<file path="config.mk">
export PLATFORM = sky130hd
export DESIGN_NAME = nco_sweep_ctrl
export DESIGN_NICKNAME = d
export VERILOG_FILES = /design/src/rtl/nco_ctrl_pkg.sv /design/src/rtl/nco_sweep_ctrl_dwell_timer.sv /design/src/rtl/nco_sweep_ctrl.sv
export SDC_FILE = /design/constraint.sdc
export NUM_CORES = 1
export LEC_CHECK = 0
export ABC_AREA = 0
export BUFFER_PORTS_ARGS = -buffer_cell sky130_fd_sc_hd__buf_4
export CAP_MARGIN = 20
export CORE_ASPECT_RATIO = 1.75
export CORE_MARGIN = 2
export CORE_UTILIZATION = 50
export DETAILED_ROUTE_END_ITERATION = 10
export PLACE_DENSITY = 0.8
export SYNTH_ARGS = -nofsm -noshare
export SYNTH_HDL_FRONTEND = slang
export SYNTH_SLANG_ARGS = --single-unit
export TNS_END_PERCENT = 5
</file>
<file path="constraint.sdc">
create_clock -name aclk -period 5.65 [get_ports aclk]
set_clock_uncertainty 0.1 [all_clocks]
set_input_delay 0.8475 -clock aclk [delete_from_list [all_inputs] [get_ports aclk]]
set_output_delay 0.8475 -clock aclk [all_outputs]
set_load 0.005 [all_outputs]
</file>
<file path="src/rtl/nco_ctrl_pkg.sv">
// nco_ctrl_pkg: shared types and defaults for the NCO frequency-plan sequencer
// and its helpers.
//   sweep_state_t  : sweep FSM encoding
//   *_DEF          : default widths for step word, dwell counter and step index
//   NCO_ACC_INT/FRAC : split of the NCO phase accumulator the step word feeds
package nco_ctrl_pkg;

  localparam int STEP_WIDTH_DEF  = 32;
  localparam int DWELL_WIDTH_DEF = 24;
  localparam int IDX_WIDTH_DEF   = 16;
  localparam int NCO_ACC_INT     = 8;
  localparam int NCO_ACC_FRAC    = 24;

  typedef enum logic [2:0] {
    ST_IDLE  = 3'd0,
    ST_LOAD  = 3'd1,
    ST_DWELL = 3'd2,
    ST_NEXT  = 3'd3,
    ST_MUTE  = 3'd4,
    ST_DONE  = 3'd5
  } sweep_state_t;

endpackage

</file>
<file path="src/rtl/nco_sweep_ctrl_dwell_timer.sv">
// dwell_timer: loadable down-counter that stops at zero.
//   clk, rst_n : clock, asynchronous active-low reset
//   load       : capture value into the counter (has priority over enable)
//   value      : reload value
//   enable     : decrement by one per clock while non-zero
//   expired    : counter currently reads zero
module dwell_timer #(
  parameter int WIDTH = 24
) (
  input  logic             clk,
  input  logic             rst_n,
  input  logic             load,
  input  logic [WIDTH-1:0] value,
  input  logic             enable,
  output logic             expired
);

  logic [WIDTH-1:0] count_q;
  logic [WIDTH-1:0] count_d;

  always_comb begin
    count_d = count_q;
    if (load) begin
      count_d = value;
    end else if (enable && (count_q != '0)) begin
      count_d = count_q - {{(WIDTH-1){1'b0}}, 1'b1};
    end
  end

  always_ff @(posedge clk or negedge rst_n) begin
    if (!rst_n) begin
      count_q <= '0;
    end else begin
      count_q <= count_d;
    end
  end

  assign expired = (count_q == '0);

endmodule

</file>
<file path="src/rtl/nco_sweep_ctrl.sv">
// nco_sweep_ctrl: steps the NCO phase increment through a linear frequency plan
// (START..STOP by INC, DWELL clocks per point, single-shot or looping) and
// presents each step word on an AXI-Stream style output.
//   aclk, arst_n          : clock, asynchronous active-low reset
//   cfg_*                 : sweep plan, captured on start and frozen for the sweep
//   start / abort         : single-clock command pulses (abort wins)
//   m_axis_step_*         : step word to the NCO (registered, no tready->tvalid path)
//   busy                  : LOAD/DWELL/NEXT/MUTE
//   done                  : single-clock pulse at the end of a non-looping sweep
//   step_index            : index of the current point, 0 at START
module nco_sweep_ctrl
  import nco_ctrl_pkg::*;
#(
  parameter int STEP_WIDTH  = STEP_WIDTH_DEF,
  parameter int DWELL_WIDTH = DWELL_WIDTH_DEF,
  parameter int IDX_WIDTH   = IDX_WIDTH_DEF
) (
  input  logic                   aclk,
  input  logic                   arst_n,
  input  logic [STEP_WIDTH-1:0]  cfg_start_step,
  input  logic [STEP_WIDTH-1:0]  cfg_stop_step,
  input  logic [STEP_WIDTH-1:0]  cfg_inc_step,
  input  logic [DWELL_WIDTH-1:0] cfg_dwell,
  input  logic                   cfg_loop,
  input  logic                   start,
  input  logic                   abort,
  output logic [STEP_WIDTH-1:0]  m_axis_step_tdata,
  output logic                   m_axis_step_tvalid,
  input  logic                   m_axis_step_tready,
  output logic                   busy,
  output logic                   done,
  output logic [IDX_WIDTH-1:0]   step_index
);

  sweep_state_t state_q, state_d;

  logic [STEP_WIDTH-1:0]  start_sh_q, start_sh_d;
  logic [STEP_WIDTH-1:0]  stop_sh_q, stop_sh_d;
  logic [STEP_WIDTH-1:0]  inc_sh_q, inc_sh_d;
  logic [DWELL_WIDTH-1:0] dwell_sh_q, dwell_sh_d;
  logic                   loop_sh_q, loop_sh_d;

  logic [STEP_WIDTH-1:0]  cur_q, cur_d;
  logic [IDX_WIDTH-1:0]   idx_q, idx_d;
  logic [STEP_WIDTH-1:0]  tdata_q, tdata_d;
  logic                   tvalid_q, tvalid_d;
  logic                   done_q, done_d;

  logic [STEP_WIDTH:0]    step_sum;
  logic                   overrun;
  logic                   timer_load;
  logic [DWELL_WIDTH-1:0] timer_value;
  logic                   timer_expired;

  // Index counter holds at all-ones rather than wrapping on very long sweeps.
  function automatic logic [IDX_WIDTH-1:0] sat_inc(input logic [IDX_WIDTH-1:0] v);
    if (&v) begin
      return v;
    end
    return v + {{(IDX_WIDTH-1){1'b0}}, 1'b1};
  endfunction

  // One extra bit catches wrap-around past the top of the step range, so a
  // sweep near full scale terminates instead of restarting from a low tone.
  assign step_sum = {1'b0, cur_q} + {1'b0, inc_sh_q};
  assign overrun  = step_sum[STEP_WIDTH] || (step_sum[STEP_WIDTH-1:0] > stop_sh_q);

  // Timer is armed on the accepting handshake; DWELL=0 behaves like DWELL=1.
  assign timer_load  = (state_q == ST_LOAD) && m_axis_step_tready;
  assign timer_value = (dwell_sh_q == '0) ? '0
                     : dwell_sh_q - {{(DWELL_WIDTH-1){1'b0}}, 1'b1};

  dwell_timer #(
    .WIDTH (DWELL_WIDTH)
  ) u_dwell_timer (
    .clk     (aclk),
    .rst_n   (arst_n),
    .load    (timer_load),
    .value   (timer_value),
    .enable  (state_q == ST_DWELL),
    .expired (timer_expired)
  );

  always_comb begin
    state_d    = state_q;
    start_sh_d = start_sh_q;
    stop_sh_d  = stop_sh_q;
    inc_sh_d   = inc_sh_q;
    dwell_sh_d = dwell_sh_q;
    loop_sh_d  = loop_sh_q;
    cur_d      = cur_q;
    idx_d      = idx_q;
    tdata_d    = tdata_q;
    tvalid_d   = tvalid_q;
    done_d     = 1'b0;

    if (abort && (state_q != ST_IDLE) && (state_q != ST_MUTE)) begin
      // Mute: hand the NCO a zero step so the tone stops.
      state_d  = ST_MUTE;
      tdata_d  = '0;
      tvalid_d = 1'b1;
    end else begin
      case (state_q)
        ST_IDLE, ST_DONE: begin
          if (start && !abort) begin
            start_sh_d = cfg_start_step;
            stop_sh_d  = cfg_stop_step;
            inc_sh_d   = cfg_inc_step;
            dwell_sh_d = cfg_dwell;
            loop_sh_d  = cfg_loop;
            cur_d      = cfg_start_step;
            idx_d      = '0;
            tdata_d    = cfg_start_step;
            tvalid_d   = 1'b1;
            state_d    = ST_LOAD;
          end
        end
        ST_LOAD: begin
          if (m_axis_step_tready) begin
            tvalid_d = 1'b0;
            state_d  = ST_DWELL;
          end
        end
        ST_DWELL: begin
          if (timer_expired) begin
            state_d = ST_NEXT;
          end
        end
        ST_NEXT: begin
          if (inc_sh_q == '0) begin
            tdata_d  = cur_q;
            tvalid_d = 1'b1;
            state_d  = ST_LOAD;
          end else if (overrun) begin
            if (loop_sh_q) begin
              cur_d    = start_sh_q;
              idx_d    = '0;
              tdata_d  = start_sh_q;
              tvalid_d = 1'b1;
              state_d  = ST_LOAD;
            end else begin
              // tdata keeps the last accepted step so the NCO holds its tone.
              done_d  = 1'b1;
              state_d = ST_DONE;
            end
          end else begin
            cur_d    = step_sum[STEP_WIDTH-1:0];
            idx_d    = sat_inc(idx_q);
            tdata_d  = step_sum[STEP_WIDTH-1:0];
            tvalid_d = 1'b1;
            state_d  = ST_LOAD;
          end
        end
        ST_MUTE: begin
          if (m_axis_step_tready) begin
            tvalid_d = 1'b0;
            state_d  = ST_IDLE;
          end
        end
        default: begin
          state_d  = ST_IDLE;
          tvalid_d = 1'b0;
        end
      endcase
    end
  end

  always_ff @(posedge aclk or negedge arst_n) begin
    if (!arst_n) begin
      state_q    <= ST_IDLE;
      start_sh_q <= '0;
      stop_sh_q  <= '0;
      inc_sh_q   <= '0;
      dwell_sh_q <= '0;
      loop_sh_q  <= 1'b0;
      cur_q      <= '0;
      idx_q      <= '0;
      tdata_q    <= '0;
      tvalid_q   <= 1'b0;
      done_q     <= 1'b0;
    end else begin
      state_q    <= state_d;
      start_sh_q <= start_sh_d;
      stop_sh_q  <= stop_sh_d;
      inc_sh_q   <= inc_sh_d;
      dwell_sh_q <= dwell_sh_d;
      loop_sh_q  <= loop_sh_d;
      cur_q      <= cur_d;
      idx_q      <= idx_d;
      tdata_q    <= tdata_d;
      tvalid_q   <= tvalid_d;
      done_q     <= done_d;
    end
  end

  assign m_axis_step_tdata  = tdata_q;
  assign m_axis_step_tvalid = tvalid_q;
  assign done               = done_q;
  assign step_index         = idx_q;
  assign busy               = (state_q == ST_LOAD) || (state_q == ST_DWELL) ||
                              (state_q == ST_NEXT) || (state_q == ST_MUTE);

endmodule

</file>
# Word level (Yosys, flattened, before mapping)
# Cells that the tools add are included.
[classes]
muxes = 43
bitwise = 1
reduce_logical = 28
add_sub_neg = 4
magnitude_cmp = 1
eq_ne = 17
[ops]
columns = ["cell", "count"]
rows = [
  ["32-bit two-way mux", 6],
  ["32-bit one-hot mux with 2 select lines", 2],
  ["16-bit two-way mux", 5],
  ["24-bit two-way mux", 3],
  ["24-bit zero test", 2],
  ["24-bit by 1-bit subtractor with 24-bit output (second input constant)", 2],
  ["32-bit by 32-bit adder with 33-bit output", 1],
  ["32-bit > comparator", 1],
  ["32-bit zero test", 1],
  ["16-bit one-hot mux with 2 select lines", 1],
  ["3-bit two-way mux", 8],
  ["24-bit nonzero test", 1],
  ["16-bit by 1-bit adder with 16-bit output (second input constant)", 1],
  ["1-bit two-way mux", 16],
  ["16-bit AND reduction", 1],
  ["3-bit inequality test (second input constant)", 5],
  ["3-bit one-hot mux with 5 select lines", 1],
  ["4-bit AND reduction", 2],
  ["3-bit by 2-bit == test with 1-bit output (second input constant)", 2],
  ["3-bit == test (second input constant)", 2],
  ["2-bit inequality test (second input constant)", 3],
  ["3-bit AND reduction", 2],
  ["6-bit AND reduction", 1],
  ["3-bit nonzero test", 2],
  ["14 further kinds", 23],
]
[totals]
reg_bits = 230
output_inout_bits = 51
wordCells = 106
input_bits = 126

# Logic depth before layout (Yosys ltp)
[logic_depth]
ltp_word = 11
depth_mapped = 24

# Hierarchy
# From an unflattened synthesis, not the netlist that was laid out.
[hier_totals]
hier_cells = 1636
hier_area_um2 = 13985.9
[by_module_without_submodules]
columns = ["mod", "seq_area_each_um2", "area_per_inst_um2", "cells_per_inst", "instances"]
rows = [
  ["nco_sweep_ctrl", 5154.9, 12493.2, 1468, 1],
  ["dwell_timer", 600.6, 1492.7, 168, 1],
]

# Worst setup path before layout
# No wires, ideal clock.
[synth_path]
path_kind = "flip-flop to flip-flop"
start = "reg inc_sh_q[10]"
end = "reg cur_q[5]"
arrival_time_ps = 4792
period_less_slack_ps = 5010
n_path_buf = 2
setup_ps = 118
required_time_ps = 5432
setup_slack_ps = 640
stages_incl_launch_ff = 22
cell_sequence = "dfrtp_1 ha_1 clkbuf_1 a21oi_1 o221ai_1 a221oi_1 a31oi_1 a21oi_1 nor3_1 o311a_1 ha_1 a21o_1 a21o_1 a221oi_1 o211ai_1 a31oi_1 o21ai_1 nor2_2 buf_2 mux2i_1 a211oi_1 a21o_1"
[synth_between]
elab_chain_len = 6
elab_cells_between_ends = 10
cone_classes = "add/sub: 1; order compare: 1; eq/ne: 2; mux: 3; reduce/logical: 3"
[synth_rtl]
columns = ["element", "line_no", "rtl"]
rows = [
  ["from (decl)", "nco_sweep_ctrl.sv:39", "logic [STEP_WIDTH-1:0] inc_sh_q, inc_sh_d;"],
  ["from (signal assigned)", "nco_sweep_ctrl.sv:185", "inc_sh_q <= inc_sh_d;"],
  ["32-bit by 32-bit adder with 33-bit output", "nco_sweep_ctrl.sv:65", "assign step_sum = {1'b0, cur_q} + {1'b0, inc_sh_q};"],
  ["32-bit > comparator", "nco_sweep_ctrl.sv:66", "assign overrun = step_sum[STEP_WIDTH] || (step_sum[STEP_WIDTH-1:0] > stop_sh_q);"],
  ["1-bit logical OR", "nco_sweep_ctrl.sv:66", ""],
  ["32-bit two-way mux", "nco_sweep_ctrl.sv:134", "end else if (overrun) begin"],
  ["32-bit two-way mux", "nco_sweep_ctrl.sv:130", "if (inc_sh_q == '0) begin"],
  ["32-bit one-hot mux with 2 select lines", "nco_sweep_ctrl.sv:103", "case (state_q)"],
  ["to (signal assigned)", "nco_sweep_ctrl.sv:188", "cur_q <= cur_d;"],
  ["to (decl)", "nco_sweep_ctrl.sv:43", "logic [STEP_WIDTH-1:0] cur_q, cur_d;"],
]
# Several ways; a longest one is shown, not always the timed one. The select of a mux whose other input is x is not followed.
# A chain may end at the register's enable or synchronous reset.

# Worst setup path after layout
[layout_path]
start = "reg cur_q[4]"
end = "reg tdata_q[14] (netlist: m_axis_step_tdata[14])"
[layout_between]
elab_chain_len = 7
elab_cells_between_ends = 9
cone_classes = "add/sub: 1; order compare: 1; eq/ne: 1; mux: 4; reduce/logical: 2"
[layout_rtl]
columns = ["element", "line_no", "rtl"]
rows = [
  ["32-bit by 32-bit adder with 33-bit output (*)", "nco_sweep_ctrl.sv:65", ""],
  ["32-bit > comparator", "nco_sweep_ctrl.sv:66", ""],
  ["1-bit logical OR", "nco_sweep_ctrl.sv:66", ""],
  ["32-bit two-way mux", "nco_sweep_ctrl.sv:134", ""],
  ["32-bit two-way mux", "nco_sweep_ctrl.sv:130", ""],
  ["32-bit one-hot mux with 2 select lines", "nco_sweep_ctrl.sv:103", ""],
  ["32-bit two-way mux", "nco_sweep_ctrl.sv:97", "if (abort && (state_q != ST_IDLE) && (state_q != ST_MUTE)) begin"],
  ["to (signal assigned)", "nco_sweep_ctrl.sv:190", "tdata_q <= tdata_d;"],
  ["to (decl)", "nco_sweep_ctrl.sv:45", "logic [STEP_WIDTH-1:0] tdata_q, tdata_d;"],
]
# Every way passes the cells marked *; elsewhere a longest branch is shown, timed or not.

==> metrics <==
R2R setup slack 130 ps; GRT Residual Overflow 0; Synth Instances 1663; Seq/Total Area, Yosys 41.5%; Vert. Die Dim 224 um; relative slew slack 29.5%; placed inst area 15700 sq um; gpl congestion 0.989; Hold WC Path Type input port to asynchronous set/reset pin; top cells by area, synth dfrtp_1, nand2_1, ha_1, a21oi_1, o21ai_0; # IOs 177; finished layout cell area 16800 sq um; power per cell area 740 nW/um^2; share of cells above drive strength 1 17.9%; number of max-cap violations 0; Crit. End Element register; synth unique cells 68; worst-margin pin slew 1050 ps; Yosys top cell by area dfrtp_1; Layout area overhead 21.0%; CTS tree yes; core area 27200 sq um; n_diodes 0; synthesized area 13900 sq um; status finished, final reports clean; TritonCTS Buffers 23; P_leak 0.00803 uW; min cycle time layout 5520 ps; H-Tree Depth 1; fmax 181 MHz; # DRC 0; maximum clock insertion buffer count 3; ys async rst share 100%; Root Driver clkbuf_16; commonest cells after routing, fill and taps aside nand2_1, dfrtp_1, buf_4, a21oi_1, o21ai_0; leading cell type in the layout, fill and taps excluded nand2_1; CTS clk-pin slew, worst paths 70 ps; top_reg_cell synth dfrtp_1; first-pass GRT wire length 70100 um; FF+latch count, synth 230; post-route insts no fill 2208; Final #Nets 2016; Crit Path Category register to register; total track usage 31.1%; ANT nets after route 0; crit path max fanout 6; full die area 29100 sq um; Worst setup SP type register; Via density 6.00; drt pass-1 iters 5; clk_lat worst skew 540 ps; WL/cell 20.6 um; Sink Count 230; hpwl dp 33000 um; Placed Cells incl. Taps 2162; Die Wd 130 um; fill cell total of the finished layout 2459; Yosys top cell area share 41.5%; area of the multi-input gates 7710 sq um; via count 13245; largest net degree at the start of global routing 117; syn_area_per_cell 8.33 sq um; FF+latch area 5760 sq um; Post-Syn Nets 1857; number of I/O port buffers 176; final hold vios 0; hold buffers post-CTS 0; WP data arrival 5900 ps; yosys warns 0; initial antenna violation count 0; EDFF count, synth 0; Initial DRC Count 1000; Total Routed Length 45400 um; Initial Util 50.9%; Core Rows 80; Slew Limit Fails 0; Final period util 97.8%; final setup vio count 0; vias in the first global route 13377; Max rail drop VDD 0.438 mV; Critical Path RT 6030 ps
## registers in the layout (all words and copies together) (netlist names)
signal / cells
step_index: 16
inc_sh_q: 32
stop_sh_q: 32
dwell_sh_q: 24
state_q: 3
cur_q: 32
m_axis_step_tdata: 32
u_dwell_timer.count_q: 24
m_axis_step_tvalid: 1
start_sh_q: 32
done: 1
loop_sh_q: 1
## through the flow
stage               setup WS [ps]  hold WS [ps]  TNS (ps)  total power (uW)  util [%]
CTS                          4.84           334         0             12100      60.9
global placement             -133           358      -858             10000      57.7
detailed placement           -157           362     -1920             10200      57.7
finish                        126           290         0             12400      61.6
floorplan                     640           339         0              7520         -
global route                -64.0           358      -154             13200      61.6
## worst max-delay path, cell delays in order (launching register included)
cell       delay, ps
dfrtp_1          420
ha_2             410
o211ai_1         120
o211ai_1         470
nand4_1          300
a2111oi_4        480
o221ai_1         210
xnor2_1          310
ha_1             290
nand4_1          180
nor4_4            90
a221oi_1         270
o211ai_1         150
a31oi_2          300
o21a_1           210
nand2_1          150
a31oi_1          480
buf_4            240
o21a_1           140
a22o_1           140
## cell usage after synthesis, types with 16 or more instances
| cell | instances |
|---|---|
| ha_1 | 67 |
| a211oi_1 | 31 |
| o21ai_0 | 122 |
| a21o_1 | 58 |
| mux2i_1 | 21 |
| clkbuf_1 | 73 |
| nand2_1 | 379 |
| a21oi_1 | 128 |
| a31oi_1 | 26 |
| nor2_1 | 120 |
| nand4_1 | 21 |
| nor2_2 | 18 |
| dfrtp_1 | 230 |
| nand3_1 | 20 |
| xor2_1 | 25 |
| nor3_1 | 24 |
| nor4_1 | 16 |
| xnor2_1 | 36 |
| inv_1 | 54 |
## cell type report
cell class,count,share of cell area (%)
inverters,54,1.21
multi-input cells,1290,46.0
well taps,369,2.75
clock buffers,27,3.70
repair buffers,223,10.5
flip-flops and latches,230,34.3
clock inverters,15,1.46
## final timing paths
check                                           from                           endpoint  cells after the start
max                             cur_q[4]$_DFFE_PN0P_  m_axis_step_tdata[14]$_DFFE_PN0P_                     19
min                                           arst_n          stop_sh_q[12]$_DFFE_PN0P_                      1
max reg2reg                     cur_q[4]$_DFFE_PN0P_  m_axis_step_tdata[14]$_DFFE_PN0P_                     19
min reg2reg                start_sh_q[9]$_DFFE_PN0P_          start_sh_q[9]$_DFFE_PN0P_                      2
max in group asynchronous                     arst_n         start_sh_q[23]$_DFFE_PN0P_                      2
min in group aclk          start_sh_q[9]$_DFFE_PN0P_          start_sh_q[9]$_DFFE_PN0P_                      2
## power breakdown
part           internal, uW  total [uW]  leakage [uW]  switching (uW)
Clock                  1070        1780      0.000417             709
Sequential             2370        3090       0.00290             721
Combinational          2970        7540       0.00472            4560
Total                  6410       12400       0.00803            5990
## layer usage
| metal | track usage [%] | vias to the layer above | part of all wire [%] |
|---|---|---|---|
| met4 | 25.7 | 0 | 9.7 |
| li1 | - | 6147 | - |
| met3 | 3.35 | 185 | 5.2 |
| met2 | 55.5 | 542 | 51 |
| met5 | 0 | - | 0 |
| met1 | 32.1 | 6371 | 34 |
## timing repair
item                                    4_1_cts  5_1_grt
endpoints found under the setup margin       63       82
pin swaps                                     0        9
endpoints found under the hold margin         0        0
gates resized for setup                       5       22
setup buffers                                 0        3
## kinds of logic (layout without fill, tap and decap cells)
| family | Yosys count | in the layout | share of synthesized area (%) |
|---|---|---|---|
| compound gates | 469 | 469 | 21.3 |
| xor+xnor | 61 | 61 | 3.86 |
| fa+ha+maj | 68 | 68 | 6.19 |
| buf+inv | 143 | 319 | 4.13 |
| flops | 230 | 230 | 41.5 |
| mux | 21 | 21 | 1.52 |
| simple gates | 671 | 671 | 21.5 |
(Power assumes the default switching activity.)
